**src/rtl/mac_seq_pkg.sv**
```systemverilog
// Shared types and constants for the packed-INT8 MAC sequencer.
// Optional feature macro: MAC_SEQ_RELU_EN (see mac_seq_ctrl).
package mac_seq_pkg;

  localparam int WORD_W    = 32;
  localparam int LANES     = 4;
  localparam int MAX_LEN_W = 15;

  typedef enum logic [2:0] {
    S_IDLE,
    S_CLEAR,
    S_RUN,
    S_DRAIN,
    S_CAPTURE,
    S_RESULT
  } state_t;

endpackage

```
**src/rtl/mac_seq_addr_gen.sv**
```systemverilog
// Word counter, operand address adders and one-cycle read-valid pipe.
// Ports: i_load latches bases/len, i_issue reads the current word,
//   i_flush drops the in-flight read; o_re/o_*_addr drive both memories,
//   o_last_issued flags the final word, o_data_valid marks returned data.
module mac_seq_addr_gen
  import mac_seq_pkg::*;
#(
  parameter int ADDR_W = 10,
  parameter int LEN_W  = 10
) (
  input  logic              clk,
  input  logic              rst,
  input  logic              i_load,
  input  logic              i_issue,
  input  logic              i_flush,
  input  logic [ADDR_W-1:0] i_a_base,
  input  logic [ADDR_W-1:0] i_b_base,
  input  logic [LEN_W-1:0]  i_len,
  output logic              o_re,
  output logic [ADDR_W-1:0] o_a_addr,
  output logic [ADDR_W-1:0] o_b_addr,
  output logic              o_last_issued,
  output logic              o_data_valid
);

  logic [ADDR_W-1:0] r_a_base;
  logic [ADDR_W-1:0] r_b_base;
  logic [LEN_W-1:0]  r_len;
  logic [LEN_W-1:0]  r_idx;
  logic              r_valid;
  logic [LEN_W-1:0]  w_idx_nxt;
  logic [ADDR_W-1:0] w_off;

  assign w_idx_nxt = r_idx + LEN_W'(1);
  assign w_off     = ADDR_W'(r_idx);

  // Addresses wrap naturally at 2^ADDR_W; idle bus parks at zero.
  assign o_re     = i_issue;
  assign o_a_addr = i_issue ? r_a_base + w_off : '0;
  assign o_b_addr = i_issue ? r_b_base + w_off : '0;

  // Not gated by i_issue so the FSM can use it to choose its
  // next state without a combinational loop through its own issue.
  assign o_last_issued = (w_idx_nxt == r_len);
  assign o_data_valid  = r_valid;

  always_ff @(posedge clk) begin
    if (rst) begin
      r_a_base <= '0;
      r_b_base <= '0;
      r_len    <= '0;
      r_idx    <= '0;
      r_valid  <= 1'b0;
    end else begin
      r_valid <= i_issue && !i_flush;
      if (i_load) begin
        r_a_base <= i_a_base;
        r_b_base <= i_b_base;
        r_len    <= i_len;
        r_idx    <= '0;
      end else if (i_issue) begin
        r_idx <= w_idx_nxt;
      end
    end
  end

endmodule

```
**src/rtl/mac_seq_ctrl.sv**
```systemverilog
// Sequencer driving the packed-INT8 MAC: clears, streams, captures result.
// Ports: start/abort/a_base/b_base/len command; mem_* operand reads;
//   clr_acc/mac_en/mac_rs* to MAC, mac_acc/mac_rd back; res_* handshake.
// Macro MAC_SEQ_RELU_EN: capture ReLU output instead of raw accumulator.
module mac_seq_ctrl
  import mac_seq_pkg::*;
#(
  parameter int ADDR_W = 10,
  parameter int LEN_W  = 10
) (
  input  logic              clk,
  input  logic              rst,
  input  logic              start,
  input  logic              abort,
  input  logic [ADDR_W-1:0] a_base,
  input  logic [ADDR_W-1:0] b_base,
  input  logic [LEN_W-1:0]  len,
  output logic              busy,
  output logic              mem_a_re,
  output logic              mem_b_re,
  output logic [ADDR_W-1:0] mem_a_addr,
  output logic [ADDR_W-1:0] mem_b_addr,
  input  logic [WORD_W-1:0] mem_a_rdata,
  input  logic [WORD_W-1:0] mem_b_rdata,
  output logic              clr_acc,
  output logic              mac_en,
  output logic [WORD_W-1:0] mac_rs1,
  output logic [WORD_W-1:0] mac_rs2,
  input  logic [WORD_W-1:0] mac_acc,
  input  logic [WORD_W-1:0] mac_rd,
  output logic              res_valid,
  input  logic              res_ready,
  output logic [WORD_W-1:0] res_data
);

  state_t            r_state;
  state_t            w_next;
  logic [LEN_W-1:0]  r_len;
  logic [WORD_W-1:0] r_res;
  logic [WORD_W-1:0] w_cap;
  logic              w_accept;
  logic              w_issue;
  logic              w_re;
  logic              w_last;
  logic              w_dvalid;
  logic              w_len_nz;

  assign w_accept = (r_state == S_IDLE) && start && !abort;
  assign w_len_nz = |r_len;

`ifdef MAC_SEQ_RELU_EN
  assign w_cap = mac_rd;
`else
  logic w_unused_rd;
  assign w_unused_rd = ^mac_rd;
  assign w_cap = mac_acc;
`endif

  mac_seq_addr_gen #(
    .ADDR_W(ADDR_W),
    .LEN_W (LEN_W)
  ) u_addr_gen (
    .clk          (clk),
    .rst          (rst),
    .i_load       (w_accept),
    .i_issue      (w_issue),
    .i_flush      (abort),
    .i_a_base     (a_base),
    .i_b_base     (b_base),
    .i_len        (len),
    .o_re         (w_re),
    .o_a_addr     (mem_a_addr),
    .o_b_addr     (mem_b_addr),
    .o_last_issued(w_last),
    .o_data_valid (w_dvalid)
  );

  always_ff @(posedge clk) begin
    if (rst) begin
      r_state <= S_IDLE;
      r_len   <= '0;
      r_res   <= '0;
    end else begin
      r_state <= w_next;
      if (w_accept)
        r_len <= len;
      if (r_state == S_CAPTURE && !abort)
        r_res <= w_cap;
    end
  end

  always_comb begin
    w_next  = r_state;
    w_issue = 1'b0;
    clr_acc = 1'b0;
    unique case (r_state)
      S_IDLE: begin
        if (start)
          w_next = S_CLEAR;
      end
      S_CLEAR: begin
        clr_acc = 1'b1;
        w_issue = w_len_nz;
        if (!w_len_nz)
          w_next = S_CAPTURE;
        else if (w_last)
          w_next = S_DRAIN;
        else
          w_next = S_RUN;
      end
      S_RUN: begin
        w_issue = 1'b1;
        if (w_last)
          w_next = S_DRAIN;
      end
      S_DRAIN:   w_next = S_CAPTURE;
      S_CAPTURE: w_next = S_RESULT;
      S_RESULT: begin
        if (res_ready)
          w_next = S_IDLE;
      end
      default:   w_next = S_IDLE;
    endcase
    // Abort silences every control pin immediately and wins over start.
    if (abort) begin
      w_next  = S_IDLE;
      w_issue = 1'b0;
      clr_acc = 1'b0;
    end
  end

  assign busy      = (r_state != S_IDLE);
  assign mem_a_re  = w_re;
  assign mem_b_re  = w_re;
  assign mac_en    = w_dvalid && !abort;
  assign mac_rs1   = mac_en ? mem_a_rdata : '0;
  assign mac_rs2   = mac_en ? mem_b_rdata : '0;
  assign res_valid = (r_state == S_RESULT) && !abort;
  assign res_data  = r_res;

endmodule
```
**config.mk**
```make
export PLATFORM = sky130hd
export DESIGN_NAME = mac_seq_ctrl
export DESIGN_NICKNAME = d
export VERILOG_FILES = /design/src/rtl/mac_seq_pkg.sv /design/src/rtl/mac_seq_addr_gen.sv /design/src/rtl/mac_seq_ctrl.sv
export SDC_FILE = /design/constraint.sdc
export NUM_CORES = 1
export LEC_CHECK = 0
export BUFFER_PORTS_ARGS = -buffer_cell sky130_fd_sc_hd__buf_2
export CORE_AREA = 5 5 107 109
export DETAILED_ROUTE_END_ITERATION = 10
export DIE_AREA = 0 0 112 114
export PLACE_DENSITY_LB_ADDON = 0.3
export SETUP_SLACK_MARGIN = 0.2
export SLEW_MARGIN = 15
export SYNTH_ARGS = -nofsm -noshare
export SYNTH_HDL_FRONTEND = slang
export SYNTH_SLANG_ARGS = --single-unit
```
**constraint.sdc**
```tcl
create_clock -name clk -period 7.1 [get_ports clk]
set_clock_uncertainty 0.1 [all_clocks]
set_input_delay 1.065 -clock clk [delete_from_list [all_inputs] [get_ports clk]]
set_output_delay 1.065 -clock clk [all_outputs]
set_load 0.01 [all_outputs]
```
==> flow_summary.yaml <==
yosys:
  syn_inst: 575
  yosysTopAreaCell: "dfxtp_1"
  syn_nets: 759
  async_flop_share_pct: 0
  synth_seq_cells: 76
  avgSynthCellArea_um2: 7.60
  netlist_top_cells_area: "dfxtp_1 35%, nand2_1 12%, and2_1 10%, a21oi_1 8.4%, ha_1 5.4%"
  ys_seq_area_share_pct: 34.8
  synth_top_cell_area_share_pct: 34.8
  synth_cell_type_count: 46
  dominantRegCellSynth: "dfxtp_1"
  synth_edf_count: 0
  synth_warnings: 0
  synth_area_um2: 4370
sta:
  tns_ns: 0
  timing.final.crit_share_pct: 57.1
  grt_setup_unrepaired: "false"
  maxSlewHeadroom_pct: 28.5
  finalHoldViolCount: 0
  finalSetupViolCount: 0
  setup_ws_ns: 3.04
  slew_viol_final: 0
  finalCriticalPeriod_ns: 4.06
  tightest_slew_ns: 1.07
  max_freq_mhz: 247
worst_setup_path:
  cp_max_fo: 9
  crit_arrival_ns: 2.89
  reg2reg_slack_ns: 4.92
  r2r-start: "r_state[0]"
  required_ns: 5.93
  timing_worst_setup_path_type: "reg -> out"
  end_kind: "primary output"
  r2r_end: "u_addr_gen.r_idx[8]"
  cp-startpoint: "u_addr_gen.r_idx[2]"
  r2r_cells: 5
  startpoint_type: "flip-flop"
grt:
  grt_first_pass_wirelength_um: 22300
  grt_antenna_before_repair: 5
  grt_max_degree: 67
  track_usage_pct: 21.3
  grt_pass1_vias: 4633
  gr-total-overflow: 0
clock_tree:
  clkSinkCount: 76
  insertion_delay_ns: 0.35
  numCtsBuffers: 9
  root_buffer: "clkbuf_8"
  cts_tree: "built"
  cts_resized: 0
  cts_setup_buffers: 0
  clockBufferDepth: 2
  cts_max_level: 3
  cts_hold_buf: 0
  clkTransAtPathRegs_ns: 0.09
floorplan:
  std_cell_rows: 38
  die_h_um: 114
  dieArea_um2: 12800
  core_region_area_um2: 10500
  initial_utilization_pct: 41.6
  die_w_um: 112
  ios: 285
place:
  gp_congestion: 0.921
  dpl_cell_area_um2: 5700
  numPortBuffers: 252
  hpwlAfterDp_um: 11100
  place_inst: 936
  place_ws_ns: 3.21
layout:
  most-common-layout-cells: "252 x buf_2, 139 x nand2_1, 76 x dfxtp_1"
  layout_commonest_cell: "buf_2"
  area_delta_synth_final_pct: 35.4
  n_fill_cell: 988
  layout-drive-gt1-share_pct: 34.4
  final_cell_count_no_fill: 954
  fin_area_um2: 5920
  nets: 992
outcome:
  status: "completed"
power:
  p_per_area_nw_per_um2: 151
  p_leak_nw: 3.04
  ir_drop_v: 0.0000943
  total_power_mw: 0.891
drt:
  wl_um: 14200
  num_vias: 4729
  vias_per_cell: 4.96
  dr.pass1.iters: 4
  drt_iter0_markers: 261
  drc: 0
  drtAntennaViolNets: 0
  wl_per_cell_um: 14.9
min_path:
  min_from: "res_data[22]"
  hold_end: "res_data[22]"
  hold_path_depth: 2
  hold_class: "reg -> reg"
run:
  drv_cap: 0
## power by group
| part | switching, mW | total (mW) | internal [mW] | leakage, nW |
|---|---|---|---|---|
| combinational | 0.0578 | 0.111 | 0.0527 | 2.33 |
| sequential | 0.00924 | 0.446 | 0.437 | 0.616 |
| clock | 0.170 | 0.335 | 0.166 | 0.0935 |
| total | 0.237 | 0.891 | 0.655 | 3.04 |
## how the worst max path moves through the flow
stage	endpoint	slack, ns	cells past startpoint
after floorplan	mem_a_addr[2]	3.52	6
after global placement	mem_a_addr[9]	3.22	6
after detailed placement	mem_a_addr[9]	3.21	6
after CTS	mem_a_addr[9]	3.06	7
after global routing	mem_a_addr[9]	2.87	7
final	mem_a_addr[9]	3.04	7
## cell usage after synthesis, drive strengths merged (2+ instances only)
| library cell | number |
|---|---|
| xor2 | 13 |
| a311oi | 2 |
| nor2 | 24 |
| a211o | 4 |
| nand2b | 5 |
| inv | 8 |
| and2 | 72 |
| o21ai | 9 |
| nand3b | 4 |
| nand3 | 10 |
| a2111o | 2 |
| a21o | 8 |
| dfxtp | 76 |
| o211ai | 4 |
| nand2 | 139 |
| nor3 | 6 |
| nor3b | 2 |
| a2111oi | 2 |
| clkbuf | 30 |
| ha | 19 |
| a31oi | 6 |
| buf | 5 |
| or4 | 2 |
| fa | 2 |
| a21oi | 73 |
| xnor2 | 22 |
| and3 | 11 |
| nand4 | 3 |
## critical path, cell delays in order, from the launching register on
cell and delay, ns:
dfxtp_1 0.59, ha_1 0.36, and3_1 0.20, a2111o_1 0.47
a211o_1 0.33, nand3_1 0.08, nor3b_1 0.32, buf_2 0.20
## metal layers
layer / up-vias / global-route usage, % / wire length (µm)
met2: 184 / 33.3 / 6540
met4: 8 / 6.17 / 143
met1: 2134 / 27.0 / 6030
li1: 2383 / - / -
met3: 20 / 9.07 / 1490
met5: - / 0 / 42
## per-stage QoR
step	hold slack [ns]	util [%]
floorplan	0.340	-
global placement	0.339	54.3
detailed placement	0.343	54.3
CTS	0.356	56.1
global route	0.382	56.3
finish	0.356	56.3
## sequential cells by signal (all words and copies together), names as in the netlist
| register | flops |
|---|---|
| u_addr_gen.r_b_base | 10 |
| u_addr_gen.r_idx | 10 |
| res_data | 32 |
| u_addr_gen.r_len | 10 |
| u_addr_gen.o_data_valid | 1 |
| r_state | 3 |
| u_addr_gen.r_a_base | 10 |
## layout make-up
type                            count  area (µm²)  share of cell area, %
Multi-Input combinational cell    456        2680                   45.3
Clock buffer                       10         128                   2.16
Tap cell                          140         175                   2.96
Inverter                            8        30.0                  0.508
Antenna cell                        1        2.50                 0.0423
Sequential cell                    76        1520                   25.7
Timing Repair Buffer              257        1310                   22.1
Clock inverter                      6        71.3                   1.21
## cells by family (layout without fill, tap and decap cells)
| family | after synthesis | count (layout) | synth area share, % |
|---|---|---|---|
| buf+inv | 43 | 281 | 4.01 |
| xor+xnor | 36 | 36 | 7.53 |
| fa+ha+maj | 21 | 21 | 6.36 |
| other cells | 0 | 1 | 0 |
| simple gates | 284 | 284 | 31.7 |
| compound gates | 114 | 114 | 15.4 |
| mux | 1 | 1 | 0.229 |
| flops | 76 | 76 | 34.8 |
Note: power is estimated with default switching activity, not from simulation.
